[config.mk]
export PLATFORM = sky130hd
export DESIGN_NAME = init_llr
export DESIGN_NICKNAME = d
export VERILOG_FILES = /design/src/rtl/init_llr_pkg.sv /design/src/rtl/init_llr_bank_dec.sv /design/src/rtl/init_llr.sv
export SDC_FILE = /design/constraint.sdc
export NUM_CORES = 1
export LEC_CHECK = 0
export CORE_ASPECT_RATIO = 0.9
export CORE_UTILIZATION = 46
export CTS_CLUSTER_SIZE = 28
export DETAILED_ROUTE_END_ITERATION = 16
export GPL_ROUTABILITY_DRIVEN = 0
export GPL_TIMING_DRIVEN = 1
export PLACE_DENSITY = 0.86
export REMOVE_ABC_BUFFERS = 1
export SETUP_SLACK_MARGIN = 0.15
export SYNTH_ARGS = -nofsm -noshare
export SYNTH_HDL_FRONTEND = slang
export SYNTH_SLANG_ARGS = --single-unit
[constraint.sdc]
create_clock -name wrclk -period 1.6 [get_ports wrclk]
set_input_delay 0.48 -clock wrclk [delete_from_list [all_inputs] [get_ports wrclk]]
set_output_delay 0.48 -clock wrclk [all_outputs]
set_load 0.1 [all_outputs]
[src/rtl/init_llr_pkg.sv]
// Shared constants and types for the channel-LLR loader
// and the decoder-side channel-LLR bank readers.
package init_llr_pkg;

  localparam int DATA_W      = 11;
  localparam int ADDR_W      = 6;
  localparam int NUM_BANKS   = 10;
  localparam int FRAME_WORDS = NUM_BANKS * (2 ** ADDR_W);
  localparam int BANK_W      = $clog2(NUM_BANKS);

  typedef logic [DATA_W-1:0]    llr_t;
  typedef logic [ADDR_W-1:0]    addr_t;
  typedef logic [BANK_W-1:0]    bank_t;
  typedef logic [NUM_BANKS-1:0] wren_t;

  localparam bank_t BANK_LAST = bank_t'(NUM_BANKS - 1);
  localparam addr_t ADDR_LAST = addr_t'((2 ** ADDR_W) - 1);

  // One registered bank write, as presented on the output pins.
  typedef struct packed {
    wren_t en;
    addr_t addr;
    llr_t  data;
  } bank_wr_t;

endpackage

[src/rtl/init_llr_bank_dec.sv]
// Bank index plus write strobe decoded to one-hot
// channel-LLR bank write enables.
module init_llr_bank_dec
  import init_llr_pkg::*;
(
  input  bank_t bank_i,
  input  logic  stb_i,
  output wren_t en_o
);

  always_comb begin
    en_o = '0;
    for (int i = 0; i < NUM_BANKS; i++) begin
      en_o[i] = stb_i && (bank_i == bank_t'(i));
    end
  end

endmodule

[src/rtl/init_llr.sv]
// Channel-LLR loader: spreads a gapped LLR stream over ten
// ping-pong banks, address-major, and flags a complete frame.
module init_llr
  import init_llr_pkg::*;
(
  input  logic  wrclk,
  input  logic  reset,
  input  logic  start_read,
  input  logic  input_en,
  input  logic  frame_lock,
  input  llr_t  data_in,
  output llr_t  data_Lch,
  output addr_t wr_addr_Lch,
  output logic  wr_addr_high_Lch,
  output logic  wren_Lch_H0,
  output logic  wren_Lch_H1,
  output logic  wren_Lch_H2,
  output logic  wren_Lch_H3,
  output logic  wren_Lch_H4,
  output logic  wren_Lch_H5,
  output logic  wren_Lch_H6,
  output logic  wren_Lch_H7,
  output logic  wren_Lch_H8,
  output logic  wren_Lch_H9,
  output logic  data_ready
);

  bank_t    bank_q, bank_d;
  addr_t    addr_q, addr_d;
  bank_wr_t wr_q, wr_d;
  logic     half_q, half_d;
  logic     rdy_q, rdy_d;

  logic  accept;
  logic  last_word;
  wren_t dec_en;

  assign accept = start_read & frame_lock
                & input_en & ~rdy_q;

  assign last_word = (bank_q == BANK_LAST)
                   && (addr_q == ADDR_LAST);

  init_llr_bank_dec u_dec (
    .bank_i (bank_q),
    .stb_i  (accept),
    .en_o   (dec_en)
  );

  always_comb begin
    bank_d  = bank_q;
    addr_d  = addr_q;
    half_d  = half_q;
    rdy_d   = rdy_q;
    wr_d    = wr_q;
    wr_d.en = dec_en;

    // Losing lock restarts the frame; the half and flag are kept.
    if (!frame_lock) begin
      bank_d = '0;
      addr_d = '0;
    end else if (accept) begin
      wr_d.addr = addr_q;
      wr_d.data = data_in;
      if (last_word) begin
        bank_d = '0;
        addr_d = '0;
        rdy_d  = 1'b1;
      end else if (bank_q == BANK_LAST) begin
        bank_d = '0;
        addr_d = addr_q + addr_t'(1);
      end else begin
        bank_d = bank_q + bank_t'(1);
      end
    end

    // Consumer acknowledge: release the frame, swap halves.
    if (rdy_q && !start_read) begin
      rdy_d  = 1'b0;
      half_d = ~half_q;
    end
  end

  always_ff @(posedge wrclk) begin
    if (reset) begin
      bank_q <= '0;
      addr_q <= '0;
      half_q <= 1'b0;
      rdy_q  <= 1'b0;
      wr_q   <= '0;
    end else begin
      bank_q <= bank_d;
      addr_q <= addr_d;
      half_q <= half_d;
      rdy_q  <= rdy_d;
      wr_q   <= wr_d;
    end
  end

  assign data_Lch         = wr_q.data;
  assign wr_addr_Lch      = wr_q.addr;
  assign wr_addr_high_Lch = half_q;
  assign data_ready       = rdy_q;

  assign wren_Lch_H0 = wr_q.en[0];
  assign wren_Lch_H1 = wr_q.en[1];
  assign wren_Lch_H2 = wr_q.en[2];
  assign wren_Lch_H3 = wr_q.en[3];
  assign wren_Lch_H4 = wr_q.en[4];
  assign wren_Lch_H5 = wr_q.en[5];
  assign wren_Lch_H6 = wr_q.en[6];
  assign wren_Lch_H7 = wr_q.en[7];
  assign wren_Lch_H8 = wr_q.en[8];
  assign wren_Lch_H9 = wr_q.en[9];

endmodule

# Word level (Yosys, flattened, before mapping)
# Cells that the tools add are included.
totals:
  register_bits: 39
  in_bits: 16
  out_inout_bits: 29
op_classes:
  add_sub_neg: 2
  n_eq_ne: 10
  mux: 4
  bitwise_logic: 6
  n_reduce_logical: 20
op_table:
  columns: ["cell", "n"]
  rows:
  - ["$eq 4x3->1 const B", 4]
  - ["$logic_and 1x1->1", 12]
  - ["$mux 6", 2]
  - ["$eq 4x2->1 const B", 2]
  - ["$eq 4x4->1 const B", 2]
  - ["$mux 4", 2]
  - ["$add 6x1->6 const B", 1]
  - ["$eq 6x6->1 const B", 1]
  - ["$add 4x1->4 const B", 1]
  - ["$eq 4x1->1 const B", 1]
  - ["$logic_not 4->1", 1]
  - ["$reduce_and 2->1", 2]
  - ["$reduce_or 2->1", 2]
  - ["$and 1x1->1", 3]
  - ["$not 1->1", 3]
  - ["$reduce_and 3->1", 1]
  - ["$reduce_bool 2->1", 1]
  - ["$logic_not 1->1", 1]

# Longest topological paths before layout
depth:
  word_depth: 4
  ltp_mapped: 5

# Cells and area by module
# From an unflattened synthesis, not the netlist that was laid out.
hier_totals:
  cells_unflattened: 179
  area_unflattened_um2: 1525.2
modules_own_cells:
  columns: ["mod", "n_inst", "cells_per_inst", "area_per_inst_um2"]
  rows:
  - ["init_llr", 1, 163, 1438.9]
  - ["init_llr_bank_dec", 1, 16, 86.3]

# Worst setup path before layout
# OpenSTA, ideal clock, no wires.
synth_timing:
  kind: "reg2reg"
  startpoint: "register rdy_q (netlist: data_ready)"
  endpoint: "register wr_q, in the netlist data_Lch[10]"
  setup_time_ns: 0.071
  t_arrival_ns: 1.793
  t_required_ns: 1.529
  slack_ns: -0.264
  stages_incl_launch_ff: 6
  path_buffers: 2
  synth_period_minus_slack_ns: 1.864
  path_cell_list: "dfxtp_1 -> nand4b_1 -> buf_2 -> buf_2 -> nand2_1 -> a21oi_1"
synth_between:
  elab_chain_cells: 3
synth_rtl:
  columns: ["item", "line", "rtl"]
  rows:
  - ["start: declaration", "init_llr.sv:32", "logic rdy_q, rdy_d;"]
  - ["start signal: assignment", "init_llr.sv:95", "rdy_q <= rdy_d;"]
  - ["$not 1->1", "init_llr.sv:39", "& input_en & ~rdy_q;"]
  - ["$and 1x1->1", "init_llr.sv:39", null]
  - ["$reduce_and 2->1 (no source line)", null, null]
  - ["end signal: assignment", "init_llr.sv:96", "wr_q <= wr_d;"]
  - ["end: declaration", "init_llr.sv:30", "bank_wr_t wr_q, wr_d;"]
# No other way between the ends.
# A chain may end at the register's enable or synchronous reset.

# Worst setup path after layout
layout_timing:
  startpoint: "register rdy_q (netlist: data_ready)"
  endpoint: "output data_ready"
layout_rtl:
  columns: ["item", "line", "rtl"]
  rows:
  - ["end: declaration", "init_llr.sv:25", "output logic data_ready"]
# No word-level cell between the ends.

==> results.yml <==
outcome:
  status: "finished, final reports clean"
sta:
  maxSlewHeadroom: 0.715
  setup_violations: 0
  fmax_mhz: 691
  drv_slew: 0
  tns_ns: 0
  period_share: 0.905
  rsz0062_at_grt: "true"
  post-route-min-period_ns: 1.45
  tightest_slew_ns: 0.427
  final-hold-violation-count: 0
  skew_ns: 0.00519
detailed_routing:
  via_per_inst: 5.35
  drc: 0
  wl_per_cell_um: 14.2
  drtAntennaViolNets: 0
  vias: 1487
  drt_iter0_drc: 38
  drtPass1Iterations: 4
  wl_mm: 3.94
flow_run:
  maxCapViolations: 0
cells_and_area:
  antenna_cells: 0
  drive_above_1_share: 0.331
  utilization: 0.811
  syn_to_final_growth_pct: 66.9
  fill_cells: 172
  instances_no_fill: 278
  nets: 252
synth:
  synthCells: 175
  synth_common_cells: "43 x nand2_1, 39 x dfxtp_1, 24 x a21oi_1, 10 x nor2_1, 6 x buf_2"
  synthSimpleGateAreaFrac: 0.274
  synth.avg_cell_area_um2: 8.58
  synth.area.top_cells: "dfxtp_1 52%, nand2_1 11%, a21oi_1 8.0%"
  synthXorXnorAreaFrac: 0.00583
  synth.yosys.seq_area_share: 0.520
  synth.ff_latch_count: 39
  synthArstFlopShare: 0
  yosys.area_share.adder: 0.00833
  synth_edf_count: 0
  yosysWarnings: 0
  synth_top_family_by_area: "simple AND/OR/NAND/NOR gates"
  synth_top_cell_by_area: "dfxtp_1"
  synth_ff_type: "dfxtp_1"
  muxShareOfSynthArea: 0
  syn_area_mm2: 0.00150
  synth_top_area_share: 0.520
  yosysMostFrequentCell: "nand2_1"
  synth_compound_area_frac: 0.152
  synth.distinct_cells: 29
floorplan:
  dieArea_mm2: 0.00350
  initial_core_util: 0.486
  rows: 19
  ios: 45
  core_area_mm2: 0.00309
  die_w_um: 62.2
  chipHeight_um: 56.2
critical_path:
  arrival_ns: 0.97
  cp-end-kind: "output port"
  cp_max_fo: 3
  critPathRequiredTime_ns: 1.12
  critPathLaunchType: "flop"
  timing_worst_setup_path_type: "reg2out"
clock_network:
  clock_latency_ns: 0.35
  clk_pin_slew_ns: 0.11
  cts_max_level: 2
  cts_tree: "done"
  cts_buffers: 5
  hold_buffers: 0
  cts.sinks: 39
  root_buffer: "clkbuf_4"
  cts_max_path_buffers: 2
pwr:
  p_sw_frac: 0.253
  peakVddDrop_uv: 651
  pwr-share-comb: 0.125
  fin_total_pwr_mw: 1.78
  p_seq_frac: 0.556
  clockPowerShare: 0.320
  leakagePower_nw: 0.882
  p_int_mw: 1.33
  powerDensity_mw_per_mm2: 711
  switching_power_mw: 0.451
place:
  numPortBuffers: 44
  hpwl_mm: 2.72
  dp_cells: 266
global_route:
  grt_pass1_vias: 1490
  antenna_found_initial: 0
  grtUsageTotal: 0.241
  grt_max_degree: 17
  grt_remaining_overflow: 0
  grt_pass1_wl_mm: 6.64
min_path:
  hp-class: "reg2reg"
==> stage by stage <==
step	area, µm²	hold WS [ns]	setup slack, ns
4_1_cts	2470	0.491	0.149
5_1_grt	2510	0.508	0.113
3_3_place_gp	2360	0.473	-0.379
3_5_place_dp	2360	0.476	-0.523
2_1_floorplan	1450	0.444	-0.830
6_report	2510	0.483	0.152
==> layout by cell type, fill, tap and decap left out, drive strengths merged <==
master and count:
a2111oi 1, nor2 10, o211ai 2, nand3b 2, buf 49, dfxtp 39
o311ai 1, nand2b 4, nand4bb 1, or3 3, a21oi 24, clkdlybuf4s50 12
and4b 1, or4b 1, nand4b 2, nor2b 3, a31oi 1, dlygate4sd2 2
o32ai 1, o31ai 3, nor3 2, o2111ai 2, clkdlybuf4s15 1, xnor2 1
inv 3, nand3 5, nand2 43, and4bb 1, clkbuf 8, ha 1
o21ai 4, or4 3
==> what timing repair did <==
item / 4_1_cts / 5_1_grt
setup buffers: 4 / 0
setup endpoints to repair: 36 / 15
hold endpoints to repair: 0 / 0
pin swaps: 4 / 3
resized for setup: 11 / 18
==> layout make-up <==
type / instances / area [µm²] / area share
well taps: 42 / 52.6 / 0.0210
multi-input cells: 122 / 686 / 0.274
inverters: 3 / 11.3 / 0.00449
flip-flops and latches: 39 / 802 / 0.320
clock buffers: 8 / 68.8 / 0.0275
repair buffers: 64 / 886 / 0.353
==> power groups by stage <==
stage	Combinational (mW)	Clock (mW)	Sequential, mW
2_1_floorplan	0.0302	0	1.08
3_3_place_gp	0.216	0	1.01
3_5_place_dp	0.220	0	1.01
4_1_cts	0.221	0.568	0.991
5_1_grt	0.232	0.611	0.992
6_report	0.223	0.570	0.990
==> worst paths after layout <==
kind | from | slack (ns) | depth (start not counted) | endpoint
setup / recovery | data_ready | 0.15 | 2 | data_ready
setup reg to reg | data_ready | 0.18 | 4 | bank_q[3]
hold / removal | data_Lch[5] | 0.48 | 2 | data_Lch[5]
hold reg to reg | data_Lch[5] | 0.48 | 2 | data_Lch[5]
==> worst max-delay path, stage by stage (launching register included) <==
cell	delay [ns]
dfxtp_2	0.35
buf_6	0.10
buf_12	0.16
==> logic make-up after synthesis <==
| group | count (synthesis) |
|---|---|
| XOR/XNOR | 1 |
| adder cells (fa/ha/maj) | 1 |
| AND/OR/NAND/NOR | 81 |
| buffers and inverters | 14 |
| AO/OA/AOI/OAI | 39 |
| flip-flops | 39 |
==> registers in the layout, indices dropped and copies added (netlist names) <==
signal            count
wren_Lch_H1           1
bank_q                4
wren_Lch_H0           1
wren_Lch_H3           1
addr_q                6
data_Lch             11
wr_addr_Lch           6
wren_Lch_H2           1
wren_Lch_H7           1
wren_Lch_H5           1
data_ready            1
wren_Lch_H6           1
wren_Lch_H4           1
wren_Lch_H9           1
wren_Lch_H8           1
wr_addr_high_Lch      1
==> metal layers <==
| metal | global-route usage | wire length, µm |
|---|---|---|
| met1 | 0.264 | 1610 |
| met2 | 0.421 | 1990 |
| met3 | 0.0779 | 260 |
| met4 | 0.116 | 80 |
| met5 | 0 | 0 |
(Power assumes the default switching activity.)
